<file path="src/rtl/debug_dump_seq.sv">
// debug_dump_seq: post-halt sequencer streaming PC, cycle count, R0..R31 and MEM[0..127] MSB-first over UART TX.
// Optional macro DUMP_DIRTY_EN: clean memory words are skipped, dirty ones go out prefixed with their address byte.
module debug_dump_seq #(
    parameter int NB_DATA     = 32,
    parameter int NB_BYTE     = 8,
    parameter int NB_REG      = 5,
    parameter int N_REGS      = 32,
    parameter int NB_MEM_ADDR = 7,
    parameter int N_MEM       = 128
) (
    input  logic                   i_clock,
    input  logic                   i_reset,
    input  logic                   i_start,
    input  logic [NB_DATA-1:0]     i_pc,
    input  logic [NB_DATA-1:0]     i_cycles,
    input  logic [NB_DATA-1:0]     i_reg_data,
    input  logic [NB_DATA-1:0]     i_mem_data,
`ifdef DUMP_DIRTY_EN
    input  logic                   i_mem_dirty,
`endif
    input  logic                   i_tx_done,
    output logic [NB_REG-1:0]      o_reg_addr,
    output logic                   o_reg_rd,
    output logic [NB_MEM_ADDR-1:0] o_mem_addr,
    output logic                   o_mem_rd,
    output logic [NB_BYTE-1:0]     o_tx_data,
    output logic                   o_tx_start,
    output logic                   o_busy,
    output logic                   o_done
);
    typedef enum logic [2:0] {S_IDLE, S_SEL, S_WAIT_RD, S_LATCH, S_SEND, S_WAIT_TX, S_DONE} state_t;
    typedef enum logic [1:0] {P_PC, P_CYC, P_REG, P_MEM} phase_t;
`ifdef DUMP_DIRTY_EN
    localparam int NB_SH = NB_DATA + NB_BYTE;
`else
    localparam int NB_SH = NB_DATA;
`endif
    state_t                 state_q, state_d;
    phase_t                 phase_q, phase_d, phase_nx;
    logic [NB_REG-1:0]      reg_addr_q, reg_addr_d, reg_addr_nx;
    logic [NB_MEM_ADDR-1:0] mem_addr_q, mem_addr_d, mem_addr_nx;
    logic [NB_SH-1:0]       shift_q, shift_d;
    logic [2:0]             byte_q, byte_d, last_byte;
    logic [NB_DATA-1:0]     word;
    logic                   reg_last, last_word, rd_win;
    logic                   reg_rd_q, reg_rd_d, mem_rd_q, mem_rd_d;
    logic                   tx_start_q, tx_start_d, busy_q, busy_d, done_q, done_d;

    always_comb begin
        word        = phase_q == P_PC ? i_pc : phase_q == P_CYC ? i_cycles : phase_q == P_REG ? i_reg_data : i_mem_data;
        reg_last    = reg_addr_q == NB_REG'(N_REGS - 1);
        last_word   = phase_q == P_MEM && mem_addr_q == NB_MEM_ADDR'(N_MEM - 1);
        phase_nx    = phase_q == P_PC ? P_CYC : phase_q == P_CYC ? P_REG : (phase_q == P_REG && reg_last) ? P_MEM : phase_q;
        reg_addr_nx = (phase_q == P_REG && !reg_last) ? reg_addr_q + 1'b1 : reg_addr_q;
        mem_addr_nx = (phase_q == P_MEM && !last_word) ? mem_addr_q + 1'b1 : mem_addr_q;
`ifdef DUMP_DIRTY_EN
        last_byte   = phase_q == P_MEM ? 3'd4 : 3'd3;
`else
        last_byte   = 3'd3;
`endif
        state_d     = state_q;
        phase_d     = phase_q;
        reg_addr_d  = reg_addr_q;
        mem_addr_d  = mem_addr_q;
        shift_d     = shift_q;
        byte_d      = byte_q;
        case (state_q)
            S_IDLE: if (i_start) begin
                state_d    = S_SEL;
                phase_d    = P_PC;
                reg_addr_d = '0;
                mem_addr_d = '0;
            end
            S_SEL:     state_d = S_WAIT_RD;
            S_WAIT_RD: state_d = S_LATCH;
            S_LATCH: begin
                byte_d  = '0;
                state_d = S_SEND;
`ifdef DUMP_DIRTY_EN
                shift_d = phase_q == P_MEM ? {NB_BYTE'(mem_addr_q), word} : {word, NB_BYTE'(0)};
                if (phase_q == P_MEM && !i_mem_dirty) begin
                    state_d    = last_word ? S_DONE : S_SEL;
                    mem_addr_d = mem_addr_nx;
                end
`else
                shift_d = word;
`endif
            end
            S_SEND:    state_d = S_WAIT_TX;
            S_WAIT_TX: if (i_tx_done) begin
                if (byte_q != last_byte) begin
                    shift_d = shift_q << NB_BYTE;
                    byte_d  = byte_q + 1'b1;
                    state_d = S_SEND;
                end else if (last_word) begin
                    state_d = S_DONE;
                end else begin
                    state_d    = S_SEL;
                    phase_d    = phase_nx;
                    reg_addr_d = reg_addr_nx;
                    mem_addr_d = mem_addr_nx;
                end
            end
            default:   state_d = S_IDLE;
        endcase
        // outputs are decoded from the next state so they line up with the state they belong to
        rd_win     = state_d == S_SEL || state_d == S_WAIT_RD || state_d == S_LATCH;
        reg_rd_d   = rd_win && phase_d == P_REG;
        mem_rd_d   = rd_win && phase_d == P_MEM;
        tx_start_d = state_d == S_SEND;
        busy_d     = state_d != S_IDLE && state_d != S_DONE;
        done_d     = state_d == S_DONE;
    end

    always_ff @(posedge i_clock or negedge i_reset) begin
        if (!i_reset) begin
            state_q    <= S_IDLE;
            phase_q    <= P_PC;
            reg_addr_q <= '0;
            mem_addr_q <= '0;
            shift_q    <= '0;
            byte_q     <= '0;
            reg_rd_q   <= 1'b0;
            mem_rd_q   <= 1'b0;
            tx_start_q <= 1'b0;
            busy_q     <= 1'b0;
            done_q     <= 1'b0;
        end else begin
            state_q    <= state_d;
            phase_q    <= phase_d;
            reg_addr_q <= reg_addr_d;
            mem_addr_q <= mem_addr_d;
            shift_q    <= shift_d;
            byte_q     <= byte_d;
            reg_rd_q   <= reg_rd_d;
            mem_rd_q   <= mem_rd_d;
            tx_start_q <= tx_start_d;
            busy_q     <= busy_d;
            done_q     <= done_d;
        end
    end

    assign o_reg_addr = reg_addr_q;
    assign o_reg_rd   = reg_rd_q;
    assign o_mem_addr = mem_addr_q;
    assign o_mem_rd   = mem_rd_q;
    assign o_tx_data  = shift_q[NB_SH-1 -: NB_BYTE];
    assign o_tx_start = tx_start_q;
    assign o_busy     = busy_q;
    assign o_done     = done_q;
endmodule

</file>
<file path="config.mk">
export PLATFORM = sky130hd
export DESIGN_NAME = debug_dump_seq
export DESIGN_NICKNAME = d
export VERILOG_FILES = /design/src/rtl/debug_dump_seq.sv
export SDC_FILE = /design/constraint.sdc
export NUM_CORES = 1
export LEC_CHECK = 0
export CAP_MARGIN = 20
export CORE_UTILIZATION = 39
export DETAILED_ROUTE_END_ITERATION = 10
export PLACE_DENSITY = 0.78
export SLEW_MARGIN = 5
export SYNTH_ARGS = -nofsm -noshare
export SYNTH_HDL_FRONTEND = slang
export SYNTH_SLANG_ARGS = --single-unit
</file>
<file path="constraint.sdc">
create_clock -name i_clock -period 1.95 [get_ports i_clock]
set_clock_uncertainty 0.05 [all_clocks]
set_input_delay 0.39 -clock i_clock [delete_from_list [all_inputs] [get_ports i_clock]]
set_output_delay 0.39 -clock i_clock [all_outputs]
set_load 0.01 [all_outputs]
</file>
=== Word level (Yosys, flattened, before mapping) ===
Index checks and enable logic that the tools add are counted.

* Eq/ne operators: 26
* $add $sub $neg: 3
* Reductions and logical operators: 19
* Mux-type cells: 34

{| class="wikitable"
|+ Operators with widths
! kind !! number
|-
| 32-bit 2-to-1 mux || 5
|-
| 32-bit one-hot mux with 2 select lines || 1
|-
| 7-bit 2-to-1 mux || 5
|-
| 5-bit 2-to-1 mux || 5
|-
| 3-bit 2-to-1 mux || 6
|-
| 3-bit one-hot mux with 6 select lines || 1
|-
| 2-bit 2-to-1 mux || 7
|-
| 2-bit != test (second input constant) || 7
|-
| 7-bit one-hot mux with 2 select lines || 1
|-
| 3-bit by 2-bit equality test with 1-bit output (second input constant) || 4
|-
| 3-bit equality test (second input constant) || 4
|-
| 6-bit AND reduction || 2
|-
| 5-bit one-hot mux with 2 select lines || 1
|-
| 2-bit equality test (second input constant) || 4
|-
| 7-bit by 1-bit adder with 7-bit output (second input constant) || 1
|-
| 7-bit equality test (second input constant) || 1
|-
| 1-bit logical AND || 7
|-
| 3-bit by 1-bit equality test with 1-bit output (second input constant) || 2
|-
| 3-bit one-hot mux with 2 select lines || 1
|-
| 5-bit by 1-bit adder with 5-bit output (second input constant) || 1
|-
| 5-bit equality test (second input constant) || 1
|-
| 2-bit one-hot mux with 2 select lines || 1
|-
| 2-bit nonzero test || 2
|-
| 3-bit by 1-bit adder with 3-bit output (second input constant) || 1
|-
| other kinds (9) || 11
|}

* Bits in registers: 57
* Word-level logic and storage cells: 93
* Output and inout port bits: 25

=== Logic depth before layout (Yosys ltp) ===
* Depth after elaboration: 11
* Depth in mapped cells: 9
* Depth with buffers taken out: 8

=== Least setup slack after synthesis ===
Ideal clock, no wire load.

* Kind: register to register
* Start point: reg reg_addr_q[0] (netlist: o_reg_addr[0])
* End point: reg reg_addr_q[3] (netlist: o_reg_addr[3])
* Slack: -0.268 ns
* Clock period less this slack: 2.218 ns
* Cell stages (with the launch flop): 9
* Buffers on the path: 0
* Setup time: 0.077 ns
* Arrival: 2.091 ns
* Cells stage by stage: dfrtp_1 > ha_1 > and3_1 > ha_1 > nor3b_2 > nand3_1 > a221o_1 > or3_1 > a21oi_1

* Cells in the longest elaborated chain, start to end: 6
* Elaborated cells between the ends (all ways): 11
* Those cells by class: 1 x add/sub; 2 x eq/ne; 5 x mux; 3 x reduce/logical

{| class="wikitable"
|+ RTL lines
! element !! RTL line !! source
|-
| start: declaration || 40 || <nowiki>logic [NB_REG-1:0] reg_addr_q, reg_addr_d, reg_addr_nx;</nowiki>
|-
| start signal: assignment || 131 || <nowiki>reg_addr_q <= reg_addr_d;</nowiki>
|-
| 5-bit by 1-bit adder with 5-bit output || 54 || <nowiki>reg_addr_nx = (phase_q == P_REG && !reg_last) ? reg_addr_q + 1'b1 : reg_addr_q;</nowiki>
|-
| 5-bit 2-to-1 mux || 54 ||
|-
| 5-bit 2-to-1 mux || 95 || <nowiki>end else if (last_word) begin</nowiki>
|-
| 5-bit 2-to-1 mux || 91 || <nowiki>if (byte_q != last_byte) begin</nowiki>
|-
| 5-bit 2-to-1 mux || 90 || <nowiki>S_WAIT_TX: if (i_tx_done) begin</nowiki>
|-
| 5-bit one-hot mux with 2 select lines || 67 || <nowiki>case (state_q)</nowiki>
|}

Parallel ways exist; a longest one is shown, timed or not. The select of a mux whose other input is x is not followed.
A chain may end at the register's enable or synchronous reset.

=== Worst setup path after layout ===
* Start point: reg reg_addr_q[1] (netlist: o_reg_addr[1])
* End point: reg reg_addr_q[3] (netlist: o_reg_addr[3])

Same word-level chain as after synthesis.

==> run metrics <==
outcome finished, violations left; violations in the final reports negative setup slack; detail-routed net length per standard cell 16.9 um; remaining antenna violation count after routing 0; Placer Congestion 0.884; proportion of layout cells with a drive suffix above 1 32.2%; final critical-path share of the clock period 110%; required arrival time at the worst endpoint 2.18 ns; global-route wire length before repair 18200 um; CTS HTree Levels 3; post-route cell area 6300 um^2; time the worst path needs with I/O delays and setup 2.15 ns; netlist area before placement 3780 um^2; power per cell area 1020 nW/um^2; category of the critical setup timing path flip-flop to flip-flop; clock tree from TritonCTS done; leakage 2.70 nW; starting density of the core 40.5%; Die Footprint 10100 um^2; post-place setup slack -0.356 ns; part of the total power dissipated in the clock network 17.8%; Max FO, Critical Path 5; cell count after synthesis 334; RSZ-0062 raised after global routing yes; wirelength, routed 11300 um; Core Util, Final 67.6%; latest clock arrival within the worst-skew pair 0.35 ns; count of port buffers added during placement 156; CTS Root Buffer Type sky130_fd_sc_hd__clkbuf_8; relative max-transition margin 64.7%; Reg2Reg Depth 8; number of antenna violations at the first check in global routing 0; number of endpoints failing setup at the final stage 41; portion of total power attributed to combinational logic 51.9%; Synth top area share 37.7%; synthesized area divided by synthesized cell count 11.3 um^2; worst hold path class input pin to async pin; post-synthesis cell type with the largest combined area sky130_fd_sc_hd__dfrtp_1; leading cell types by total area after synthesis sky130_fd_sc_hd__dfrtp_1 38%, sky130_fd_sc_hd__mux4_2 19%, sky130_fd_sc_hd__nand2_1 8.4%; Worst setup SP type flip-flop; MaxCap Viol Count 0; Seq/Total Area, Yosys 37.7%; Area growth, synth to finish 66.8%; PnR worst setup slack -0.201 ns; internal power summed over all cells 4.34 mW; Final Max Slew Viols 0; nature of the critical path endpoint flip-flop; Peak supply drop 0.519 mV; Setup TNS Final -3.81 ns; arrival time worst endpoint 2.38 ns; die height 100 um; number of sinks on the clock net 57; largest net degree at the start of global routing 50; total count of hold-check failures in the final report 0; # DRC 0; switch share 32.4%; via total after detailed routing 3456; share of synthesized registers carrying an async set or reset 100%; width of the chip 100 um; number of diodes added for antenna fixing 0; Yosys reg bits 57; total design power 6.42 mW; achievable frequency 465 MHz; total core area 9330 um^2; predominant post-synthesis flop cell sky130_fd_sc_hd__dfrtp_1; number of different library cells in the post-synthesis netlist 49; row cnt 35; maximum count of clock buffers along a single path 2; number of warnings issued by yosys 0; number of flops mapped to enable cells by yosys 0; Sw Pwr 2.08 mW; drt via density 5.14; net count of the mapped netlist 471; number of nets in the layout 677; Detailed Route Iter0 Violations 160; aggregate global routing overflow 0; register clock-pin slew on the reported worst setup and hold paths 0.06 ns; vias in the first global route 3748; half-perimeter wire length of the detailed placement result 8260 um; IO Pins 157; cts bufs inserted 9; iteration count of the initial detailed-routing pass 4; transition time at the pin with the least slew margin 0.528 ns; total routing resource utilization after global routing 23.8%; cell area after placement 5740 um^2; part of the power in registers 30.2%
==> worst max-delay path, cell delays in order (launching register included) <==
cell and delay (ns):
sky130_fd_sc_hd__dfrtp_1 0.39, sky130_fd_sc_hd__ha_2 0.19, sky130_fd_sc_hd__and3_4 0.18, sky130_fd_sc_hd__ha_4 0.15, sky130_fd_sc_hd__nor3b_2 0.19, sky130_fd_sc_hd__nand3_1 0.12, sky130_fd_sc_hd__a221o_1 0.36, sky130_fd_sc_hd__or3_1 0.33
sky130_fd_sc_hd__a21oi_2 0.12
==> flip-flops by register name, summed over array words and instances, names as in the netlist <==
signal,flops
shift_q,32
o_mem_addr,7
o_reg_addr,5
byte_q,3
state_q,3
phase_q,2
o_busy,1
o_done,1
o_mem_rd,1
o_reg_rd,1
o_tx_start,1
==> final cells by class <==
cell class	count	area (um^2)
flip-flops and latches	57	1430
repair buffers	225	2180
well taps	129	161
clock inverters	2	37.5
clock buffers	12	165
inverters	8	30.0
multi-input cells	239	2300
fillers	674	3020
==> power groups by stage <==
stage | logic [mW] | registers, mW | clock network, mW
2_1_floorplan | 1.81 | 1.84 | 0
3_3_place_gp | 2.70 | 1.90 | 0
3_5_place_dp | 2.79 | 1.93 | 0
4_1_cts | 3.33 | 1.92 | 1.16
5_1_grt | 3.58 | 1.99 | 1.21
6_report | 3.33 | 1.94 | 1.15
==> final timing paths <==
check / start / to / slack, ns
min: i_reset / shift_q[3] / 0.39
max: o_reg_addr[1] / o_reg_addr[3] / -0.20
max reg2reg: o_reg_addr[1] / o_reg_addr[3] / -0.20
min reg2reg: shift_q[5] / shift_q[5] / 0.46
max in group asynchronous: i_reset / state_q[1] / 0.94
min in group i_clock: shift_q[5] / shift_q[5] / 0.46
==> synthesized netlist by cell type (2+ instances only) <==
master / number
sky130_fd_sc_hd__and3_1: 5
sky130_fd_sc_hd__clkbuf_1: 8
sky130_fd_sc_hd__a21o_1: 3
sky130_fd_sc_hd__a21oi_1: 8
sky130_fd_sc_hd__nand3_4: 2
sky130_fd_sc_hd__nand3b_1: 2
sky130_fd_sc_hd__nor2_1: 6
sky130_fd_sc_hd__o21ai_0: 7
sky130_fd_sc_hd__buf_2: 5
sky130_fd_sc_hd__mux2_4: 19
sky130_fd_sc_hd__dfrtp_1: 57
sky130_fd_sc_hd__ha_1: 5
sky130_fd_sc_hd__nor3_1: 4
sky130_fd_sc_hd__inv_1: 7
sky130_fd_sc_hd__a31oi_1: 3
sky130_fd_sc_hd__mux2_1: 6
sky130_fd_sc_hd__xnor2_1: 2
sky130_fd_sc_hd__or3_1: 6
sky130_fd_sc_hd__mux4_2: 32
sky130_fd_sc_hd__nand2b_1: 2
sky130_fd_sc_hd__nand2_1: 85
sky130_fd_sc_hd__a22o_1: 11
sky130_fd_sc_hd__buf_8: 2
sky130_fd_sc_hd__buf_4: 14
sky130_fd_sc_hd__o31ai_1: 2
sky130_fd_sc_hd__nand3_1: 8
==> placed cells by master, fill, tap and decap left out, types with 3 or more instances in the layout <==
cell type	count
sky130_fd_sc_hd__or3_1	6
sky130_fd_sc_hd__o21ai_0	6
sky130_fd_sc_hd__buf_4	53
sky130_fd_sc_hd__dfrtp_2	4
sky130_fd_sc_hd__nor2_1	5
sky130_fd_sc_hd__ha_4	3
sky130_fd_sc_hd__clkbuf_8	12
sky130_fd_sc_hd__nand2_1	85
sky130_fd_sc_hd__a21oi_2	4
sky130_fd_sc_hd__clkdlybuf4s50_1	154
sky130_fd_sc_hd__nand3_1	6
sky130_fd_sc_hd__nand3_4	3
sky130_fd_sc_hd__dfrtp_1	53
sky130_fd_sc_hd__mux4_2	32
sky130_fd_sc_hd__a21oi_1	4
sky130_fd_sc_hd__a21o_1	3
sky130_fd_sc_hd__mux2_4	25
sky130_fd_sc_hd__inv_1	7
sky130_fd_sc_hd__buf_12	6
sky130_fd_sc_hd__buf_6	7
sky130_fd_sc_hd__and3_1	3
sky130_fd_sc_hd__a22o_1	11
==> routing by layer <==
layer	vias up	GRT usage (%)	wire [um]
met5	-	0	0
met4	0	9.92	299
met3	26	5.85	668
met2	143	42.1	5890
met1	1662	27.4	4480
li1	1625	-	-
==> logic make-up (layout without fill, tap and decap cells) <==
family	Yosys count	in the layout	share of synthesized area, %
DFF	57	57	37.7
xor gates and xnor gates	2	2	0.464
buffers and inverters	38	247	5.93
AOI/OAI and AO/OA	42	42	8.80
adders and majority gates	5	5	1.66
and+or+nand+nor	131	131	16.5
muxes	59	59	29.0
==> metrics by stage <==
step | cells | hold slack, ns
2_1_floorplan | 334 | 0.0444
3_3_place_gp | 635 | 0.207
3_5_place_dp | 635 | 0.208
4_1_cts | 671 | 0.400
5_1_grt | 672 | 0.396
6_report | 672 | 0.387
==> repair_timing <==
item                                    CTS  global route
setup buffers                            18             5
cloned                                    3             0
endpoints found under the setup margin   39            48
pin swaps                                17            15
gates resized for setup                  26            18
hold buffers                              1             0
endpoints found under the hold margin     8             0
Note: power is estimated with default switching activity, not from simulation.
